==> config.mk <==
export PLATFORM = sky130hd
export DESIGN_NAME = ex_mem_stage
export DESIGN_NICKNAME = d
export VERILOG_FILES = /design/src/rtl/ex_mem_stage.sv
export SDC_FILE = /design/constraint.sdc
export NUM_CORES = 1
export LEC_CHECK = 0
export ABC_CLOCK_PERIOD_IN_PS = 2300
export BUFFER_PORTS_ARGS = -buffer_cell sky130_fd_sc_hd__buf_2
export CAP_MARGIN = 40
export CORE_UTILIZATION = 40
export CTS_CLUSTER_DIAMETER = 200
export CTS_CLUSTER_SIZE = 40
export DETAILED_ROUTE_END_ITERATION = 6
export SYNTH_ARGS = -nofsm -noshare
export SYNTH_HDL_FRONTEND = slang
export SYNTH_SLANG_ARGS = --single-unit
==> constraint.sdc <==
create_clock -name clk -period 2.3 [get_ports clk]
set_input_delay 0.46 -clock clk [delete_from_list [all_inputs] [get_ports clk]]
set_output_delay 0.46 -clock clk [all_outputs]
set_load 0.01 [all_outputs]
==> src/rtl/ex_mem_stage.sv <==
// EX/MEM pipeline register with a two-entry skid buffer (main + skid) and registered in_ready.
// Optional MEM-backpressure counter on stall_cnt, enabled by defining EX_MEM_PERF_EN.
module ex_mem_stage #(
  parameter int XLEN   = 64,
  parameter int CTRL_W = 4,
  parameter int DST_W  = 5
) (
  input  logic              clk,
  input  logic              rstn,
  input  logic              flush,
  input  logic              in_valid,
  output logic              in_ready,
  input  logic [CTRL_W-1:0] in_ctrl,
  input  logic [DST_W-1:0]  in_dst,
  input  logic [XLEN-1:0]   in_alu,
  input  logic [XLEN-1:0]   in_store,
  output logic              out_valid,
  input  logic              out_ready,
  output logic [CTRL_W-1:0] out_ctrl,
  output logic [DST_W-1:0]  out_dst,
  output logic [XLEN-1:0]   out_alu,
  output logic [XLEN-1:0]   out_store,
  output logic [1:0]        occupancy,
  output logic [31:0]       stall_cnt
);

  // Handshake: a transfer happens on a cycle where valid && ready at the rising edge;
  // flush suppresses both transfers that cycle. in_ready depends only on flops.

  logic              main_v_q, main_v_d;
  logic              skid_v_q, skid_v_d;
  logic              in_ready_q;
  logic [CTRL_W-1:0] main_ctrl_q, skid_ctrl_q;
  logic [DST_W-1:0]  main_dst_q, skid_dst_q;
  logic [XLEN-1:0]   main_alu_q, skid_alu_q;
  logic [XLEN-1:0]   main_store_q, skid_store_q;

  logic in_xfer, out_xfer;
  logic load_main_in, load_main_skid, load_skid;

  assign in_xfer  = in_valid && in_ready_q && !flush;
  assign out_xfer = main_v_q && out_ready && !flush;

  always_comb begin
    main_v_d       = main_v_q;
    skid_v_d       = skid_v_q;
    load_main_in   = 1'b0;
    load_main_skid = 1'b0;
    load_skid      = 1'b0;
    if (flush) begin
      main_v_d = 1'b0;
      skid_v_d = 1'b0;
    end else if (!main_v_q) begin
      if (in_xfer) begin
        main_v_d     = 1'b1;
        load_main_in = 1'b1;
      end
    end else if (out_xfer) begin
      // in_ready is low whenever the skid holds data, so no input can arrive here.
      if (skid_v_q) begin
        load_main_skid = 1'b1;
        skid_v_d       = 1'b0;
      end else if (in_xfer) begin
        load_main_in = 1'b1;
      end else begin
        main_v_d = 1'b0;
      end
    end else if (in_xfer) begin
      load_skid = 1'b1;
      skid_v_d  = 1'b1;
    end
  end

  always_ff @(posedge clk or negedge rstn) begin
    if (!rstn) begin
      main_v_q   <= 1'b0;
      skid_v_q   <= 1'b0;
      in_ready_q <= 1'b0;
    end else begin
      main_v_q   <= main_v_d;
      skid_v_q   <= skid_v_d;
      in_ready_q <= !skid_v_d;
    end
  end

  always_ff @(posedge clk or negedge rstn) begin
    if (!rstn) begin
      main_ctrl_q  <= '0;
      main_dst_q   <= '0;
      main_alu_q   <= '0;
      main_store_q <= '0;
    end else if (load_main_in) begin
      main_ctrl_q  <= in_ctrl;
      main_dst_q   <= in_dst;
      main_alu_q   <= in_alu;
      main_store_q <= in_store;
    end else if (load_main_skid) begin
      main_ctrl_q  <= skid_ctrl_q;
      main_dst_q   <= skid_dst_q;
      main_alu_q   <= skid_alu_q;
      main_store_q <= skid_store_q;
    end
  end

  always_ff @(posedge clk or negedge rstn) begin
    if (!rstn) begin
      skid_ctrl_q  <= '0;
      skid_dst_q   <= '0;
      skid_alu_q   <= '0;
      skid_store_q <= '0;
    end else if (load_skid) begin
      skid_ctrl_q  <= in_ctrl;
      skid_dst_q   <= in_dst;
      skid_alu_q   <= in_alu;
      skid_store_q <= in_store;
    end
  end

  // Control is gated so a bubble can never assert memwrite/regwrite downstream.
  assign in_ready  = in_ready_q;
  assign out_valid = main_v_q;
  assign out_ctrl  = main_v_q ? main_ctrl_q : '0;
  assign out_dst   = main_dst_q;
  assign out_alu   = main_alu_q;
  assign out_store = main_store_q;
  assign occupancy = {main_v_q & skid_v_q, main_v_q ^ skid_v_q};

`ifdef EX_MEM_PERF_EN
  logic [31:0] stall_cnt_q;

  always_ff @(posedge clk or negedge rstn) begin
    if (!rstn) begin
      stall_cnt_q <= 32'd0;
    end else if (main_v_q && !out_ready && (stall_cnt_q != 32'hFFFF_FFFF)) begin
      stall_cnt_q <= stall_cnt_q + 32'd1;
    end
  end

  assign stall_cnt = stall_cnt_q;
`else
  assign stall_cnt = 32'd0;
`endif

endmodule

==> results of run 1 <==
[flip-flops by register name, summed over array words and instances (netlist names)]
name          count
in_ready          1
out_valid         1
skid_store_q     64
out_dst           5
skid_dst_q        5
skid_alu_q       64
out_store        64
main_ctrl_q       4
out_alu          64
skid_ctrl_q       4
skid_v_q          1
[metal layers]
metal	global-route usage	vias to the layer above	part of all wire
met5	0	-	0.0018
met4	0.0245	6	0.0089
met3	0.0517	19	0.082
met2	0.255	185	0.45
met1	0.222	3537	0.46
li1	-	3268	-
[worst paths after layout]
path	startpoint	endpoint	slack, ns	cells after the start
hold / removal	flush	skid_v_q	0.18	2
hold reg to reg	skid_store_q[20]	skid_store_q[20]	0.52	1
min in group asynchronous	rstn	out_alu[32]	0.46	2
setup / recovery	out_valid	occupancy[0]	0.24	3
max in group asynchronous	rstn	skid_alu_q[13]	1.11	4
setup reg to reg	out_valid	out_store[43]	0.32	5
[metrics by stage]
stage	power, mW	hold WS, ns	cell area, sq um	utilization
global placement	9.43	0.412	14500	0.470
global route	12.4	0.158	14800	0.479
floorplan	8.45	0.164	12700	-
finish	11.7	0.178	14800	0.480
detailed placement	9.52	0.408	14500	0.470
CTS	11.9	0.143	14800	0.479
[power by group]
group | leakage (nW) | total, mW | internal [mW] | switching (mW)
sequential | 3.32 | 6.46 | 5.93 | 0.534
clock | 0.139 | 2.31 | 0.872 | 1.44
combinational | 3.82 | 2.92 | 1.84 | 1.08
total | 7.28 | 11.7 | 8.64 | 3.06
[area by class of cell]
class / count / area [sq um] / area share
Antenna cell: 5 / 12.5 / 0.000846
Clock buffer: 11 / 275 / 0.0186
Clock inverter: 1 / 5.00 / 0.000338
Multi-Input combinational cell: 459 / 5270 / 0.356
Sequential cell: 277 / 6930 / 0.469
Tap cell: 396 / 495 / 0.0335
Timing Repair Buffer: 312 / 1800 / 0.122
[what timing repair did]
item	CTS	global route
resized for setup	0	0
hold buffers	1	0
endpoints found under the hold margin	39	0
setup buffers	0	0
[cells by family after synthesis]
group | count (synthesis) | synth area share
flops | 277 | 0.550
buf+inv | 78 | 0.0427
other cells | 1 | 0.000297
compound gates | 4 | 0.00208
simple gates | 11 | 0.00516
fa+ha+maj | 1 | 0.000992
mux | 411 | 0.399
[critical path, delay by kind of cell, from the launching register on]
| kind | cells | cell delay, ns |
|---|---|---|
| adders and majority gates | 1 | 0.28 |
| buffers and inverters | 2 | 0.33 |
| DFF | 1 | 0.50 |
[cell usage in the layout (no fill, tap or decap), drive strengths merged]
cell type and n:
a211o 1, a21o 1, a21oi 2, and2 4
buf 311, clkbuf 11, clkinv 1, conb 32
dfrtp 277, diode 5, dlygate4sd3 1, ha 1
mux2 411, nand2 4, nand2b 1, nand4b 1
or4b 1
==> results.ini, run 1 <==
[critical_path]
worst_path_max_delay_cell=dfrtp_1
cp_data_required_time_ns=1.84
crit_chain=buf_4 -> ha_1 -> buf_2
crit_type=reg -> out
startpoint_type=flip-flop
crit_path_max_incr_delay_ns=0.50
critPathMaxFanout=8
cp.arrival_ns=1.60
critPathCaptureType=output port

[power_and_ir_drop]
power_leakage_nw=7.28
powerDensity_mw_per_mm2=791
vdd_drop_max_mv=0.498

[grt]
grt_max_degree=64
first_global_vias=7605
track_usage=0.162
antenna_found_initial=7
gr-total-overflow=0
grt_first_pass_wirelength_microns=42400

[min_path]
hp-class=in -> reg

[yosys]
synth_ff_type=dfrtp_1
synth-seq-area-share=0.550
ys_seq_elements=277
yosysTopAreaCell=dfrtp_1
synth_common_cells=mux2_2 (303), dfrtp_1 (277), mux2_4 (108)
yosysMostFrequentCell=mux2_2
synth.top_cells.by_area=dfrtp_1 (55%), mux2_2 (27%), mux2_4 (13%), buf_4 (1.9%), buf_6 (1.1%)
postSynthCellCount=783
async_flop_share=1.00
yosysWarnings=0
synth_edf_count=0
synth_cell_types=19
syn_area_sq_mm=0.0126
avgSynthCellArea_sq_um=16.1
yosysTopAreaCellShare=0.550

[floorplanning]
io_pins=315
die_w_microns=180
rows=64
die_area_sq_mm=0.0322
core_region_area_sq_mm=0.0308
start_util=0.409
die_h_microns=180

[routing]
antenna_left=0
drcViolationCount=44
via_per_inst=4.80
vias=7015
first_pass_iters=6
wirelength_microns=25700
post_drt_wl_per_cell_microns=17.6
drt_first_iter_violations=290

[job]
cap_violations=0

[clock_network]
clock-sinks=277
cts_max_level=1
cts_buffers=10
max-clock-path-buffers=3
clk_latency_ns=0.49
path_clk_slew_ns=0.14
cts-root-buf=clkbuf_16
tritoncts=done

[layout]
area_growth_pct=17.3
drive_gt1_frac=0.694
fillCellCount=2711
fin_cells=1461
nets=1203

[timing]
rsz0062_at_grt=false
fmax_ghz=0.485
setup_slack_ns=0.237
hold_viol_final=0
fin_crit_sh=0.897
period_needed_ns=2.06
setup_viol=0
setup_tns_ns=0
drv_slew=0
skew_ns=0.0193

[status]
status=complete, but fails checks
violations=design-rule violations

[place]
gp_congestion=0.722
io_buffers=282
place_ws_ns=0.202
dp_cells=1443
hpwl_microns=17900

Note: power is estimated with default switching activity, not from simulation.
==> run 2: changes to the inputs <==
Settings changed: CTS_BUF_LIST set to sky130_fd_sc_hd__clkbuf_4 sky130_fd_sc_hd__clkbuf_8.
==> results.ini, run 2 (same netlist as run 1, synthesis figures left out) <==
[critical_path]
cp.arrival_ns=1.69
critPathCaptureType=output port
worstRegToRegCells=5
crit_chain=buf_4 -> ha_1 -> buf_2
worst_path_max_delay_cell=dfrtp_1
r2r-start=out_valid
crit_path_max_incr_delay_ns=0.53
cp_data_required_time_ns=1.84
critPathMaxFanout=8
r2r_slack_ns=0.30
crit_type=reg -> out
startpoint_type=flip-flop
worstReg2RegEnd=out_store[62]

[power_and_ir_drop]
power_leakage_nw=7.23
vdd_drop_max_mv=0.470
powerDensity_mw_per_mm2=764
power.total_mw=11.2

[place]
gp_congestion=0.722
placed_area_sq_mm=0.0145
io_buffers=282
hpwl_microns=17900
dp_cells=1443
place_ws_ns=0.202

[routing]
drt_first_iter_violations=282
drcViolationCount=44
antenna_left=0
vias=7007
via_per_inst=4.80
post_drt_wl_per_cell_microns=17.6
wirelength_microns=25700
first_pass_iters=6

[timing]
drv_slew=0
skew_ns=0.0255
setup_slack_ns=0.148
setup_tns_ns=0
slew_headroom=0.666
rsz0062_at_grt=false
setup_viol=0
fin_crit_sh=0.936
fmax_ghz=0.465
worst_pin_slew_ns=0.501
hold_viol_final=0
period_needed_ns=2.15
whs_ns=0.101

[clock_network]
path_clk_slew_ns=0.23
ctsResizeCount=0
postCtsSetupBuffers=0
cts_buffers=10
clk_latency_ns=0.56
max-clock-path-buffers=3
clock-sinks=277
cts_max_level=1
tritoncts=done
cts-root-buf=clkbuf_8

[floorplanning]
io_pins=315
core_region_area_sq_mm=0.0308
die_h_microns=180
start_util=0.409
rows=64
die_w_microns=180
die_area_sq_mm=0.0322

[status]
status=complete, but fails checks
violations=design-rule violations

[layout]
final_cell_mix=mux2_2 (303), buf_2 (281), dfrtp_1 (277)
final_common_cell=mux2_2
drive_gt1_frac=0.694
final_area_sq_mm=0.0147
fillCellCount=2731
area_growth_pct=16.3
nets=1203
final_core_util=0.476
fin_cells=1461

[grt]
grt_max_degree=64
antenna_found_initial=7
first_global_vias=7572
gr-total-overflow=0
track_usage=0.161
grt_first_pass_wirelength_microns=42300

[min_path]
hold_start=flush
holdPathEnd=out_valid
hp-class=in -> reg
hold_depth=2

[job]
cap_violations=0

==> run 2: power breakdown <==
part	internal [mW]	switching (mW)	total, mW
clock network	0.441	1.39	1.83
registers	5.92	0.534	6.46
logic	1.84	1.08	2.92
total	8.21	3.00	11.2
==> run 2: metal layers <==
layer,track usage,up-vias,share of wire
met4,0.0248,6,0.0089
met2,0.254,186,0.45
met1,0.222,3536,0.46
met5,0,-,0.0018
met3,0.0511,20,0.081
li1,-,3259,-
==> run 2: layout make-up <==
type | instances | area (sq um) | share of cell area
flip-flops and latches | 277 | 6930 | 0.473
clock inverters | 1 | 5.00 | 0.000341
well taps | 396 | 495 | 0.0338
clock buffers | 11 | 151 | 0.0103
repair buffers | 312 | 1800 | 0.123
multi-input cells | 459 | 5270 | 0.359
diodes | 5 | 12.5 | 0.000853
==> run 2: worst max path at each step <==
stage,startpoint,to,slack (ns)
floorplan,in_valid,skid_alu_q[0],0.44
global placement,in_valid,skid_alu_q[7],0.22
detailed placement,in_valid,skid_alu_q[18],0.20
CTS,out_valid,occupancy[0],0.09
global route,out_valid,occupancy[0],0.04
finish,out_valid,occupancy[0],0.15
==> run 2: repair_timing <==
action / in CTS / in global routing
hold buffers: 1 / 0
hold endpoints to repair: 39 / 0
setup endpoints to repair: 0 / 0
==> run 2: worst max-delay path, delay by kind of cell (launching register included) <==
family	cells	cell delay, ns
flip-flops	1	0.53
adder cells (fa/ha/maj)	1	0.28
buffers and inverters	2	0.33
==> run 3: changes to the inputs <==
Settings changed: CORE_UTILIZATION 40 to 55, PLACE_DENSITY set to 0.82.
==> results.ini, run 3 (same netlist as run 1, synthesis figures left out) <==
[place]
gp_congestion=0.754
hpwl_microns=16900
io_buffers=282

[floorplanning]
core_region_area_sq_mm=0.0226
die_h_microns=153
rows=55
die_w_microns=153
die_area_sq_mm=0.0235
io_pins=315
start_util=0.559

[layout]
seqCellArea_sq_mm=0.00693
multi_input_area_sq_mm=0.00527
fillCellCount=1715
drive_gt1_frac=0.693
final_common_cell=mux2_2
final_cell_mix=mux2_2 (303), buf_2 (281), dfrtp_1 (277)
area_growth_pct=14.8
nets=1198

[timing]
setup_tns_ns=0
worst_pin_slew_ns=0.555
hold_viol_final=0
skew_ns=0.0370
drv_slew=0
slew_headroom=0.630
period_needed_ns=1.96
setup_viol=0
rsz0062_at_grt=false
fin_crit_sh=0.852
fmax_ghz=0.510

[critical_path]
critPathMaxFanout=50
critPathCaptureType=flip-flop
worstRegToRegCells=4
crit_path_max_incr_delay_ns=0.69
crit_chain=nand2_1 -> or4b_4 -> buf_12 -> mux2_4
crit_type=reg -> reg
worst_path_max_delay_cell=or4b_4
startpoint_type=flip-flop
cp.arrival_ns=2.43
cp_data_required_time_ns=2.77

[grt]
grtUsageMet3=0.0439
grt_busiest_layer=met2
track_usage=0.208
first_global_vias=7581
antenna_found_initial=2
grt_max_degree=71
use_met2=0.354
grt_first_pass_wirelength_microns=39400
gr-total-overflow=0
use_met1=0.275

[clock_network]
cts-root-buf=clkbuf_8
cts_max_level=1
cts_buffers=10
max-clock-path-buffers=3
clk_latency_ns=0.56
postCtsSetupBuffers=0
tritoncts=done
clock-sinks=277
path_clk_slew_ns=0.23

[routing]
post_drt_wl_per_cell_microns=18.0
first_pass_iters=4
drt_first_iter_violations=248
vias=6991
wirelength_microns=24200
drcViolationCount=0
antenna_left=0
via_per_inst=5.21

[power_and_ir_drop]
vdd_drop_max_mv=0.716
powerDensity_mw_per_mm2=773
power.total_mw=11.2
power_leakage_nw=7.21

[min_path]
hp-class=in -> reg
hold_depth=2

[status]
status=completed

[job]
cap_violations=0

==> run 3: critical path, delay by kind of cell, from the launching register on <==
family	cells	cell delay, ns
simple gates	2	0.79
mux	1	0.35
buf+inv	1	0.27
flops	1	0.40
==> run 3: worst paths after layout <==
path	from	endpoint	slack, ns
setup / recovery	in_ready	skid_alu_q[1]	0.34
hold / removal	in_alu[51]	skid_alu_q[51]	0.12
setup reg to reg	in_ready	skid_alu_q[1]	0.34
hold reg to reg	skid_store_q[3]	skid_store_q[3]	0.54
max in group asynchronous	rstn	out_store[31]	1.13
min in group asynchronous	rstn	out_alu[4]	0.44
==> run 3: repair_timing <==
item,4_1_cts,5_1_grt
hold buffers,1,0
resized for setup,0,0
endpoints found under the hold margin,62,0
==> run 3: metrics by stage <==
stage               worst slack (ns)  cells  hold slack (ns)  cell area, sq um   util
CTS                            0.319   1340           0.0865             14500  0.641
finish                         0.341   1341            0.115             14500  0.641
global route                   0.246   1341           0.0668             14500  0.641
floorplan                      0.442    814            0.164             12700      -
detailed placement             0.185   1327            0.471             14300  0.634
global placement               0.217   1327            0.476             14300  0.634
==> run 3: cell type report <==
| class | instances | share of cell area |
|---|---|---|
| flip-flops and latches | 277 | 0.479 |
| repair buffers | 307 | 0.122 |
| clock buffers | 11 | 0.0105 |
| well taps | 285 | 0.0246 |
| multi-input cells | 459 | 0.364 |
| diodes | 1 | 0.000173 |
| clock inverters | 1 | 0.000346 |
==> run 3: power by group <==
group / total (mW) / switching (mW) / internal [mW]
Clock: 1.80 / 1.36 / 0.441
Sequential: 6.48 / 0.551 / 5.93
Combinational: 2.91 / 1.08 / 1.84
==> run 3: routing by layer <==
metal | share of wire | up-vias
li1 | - | 3251
met1 | 0.44 | 3544
met2 | 0.49 | 172
met3 | 0.054 | 22
met4 | 0.011 | 2
met5 | 0.00054 | -
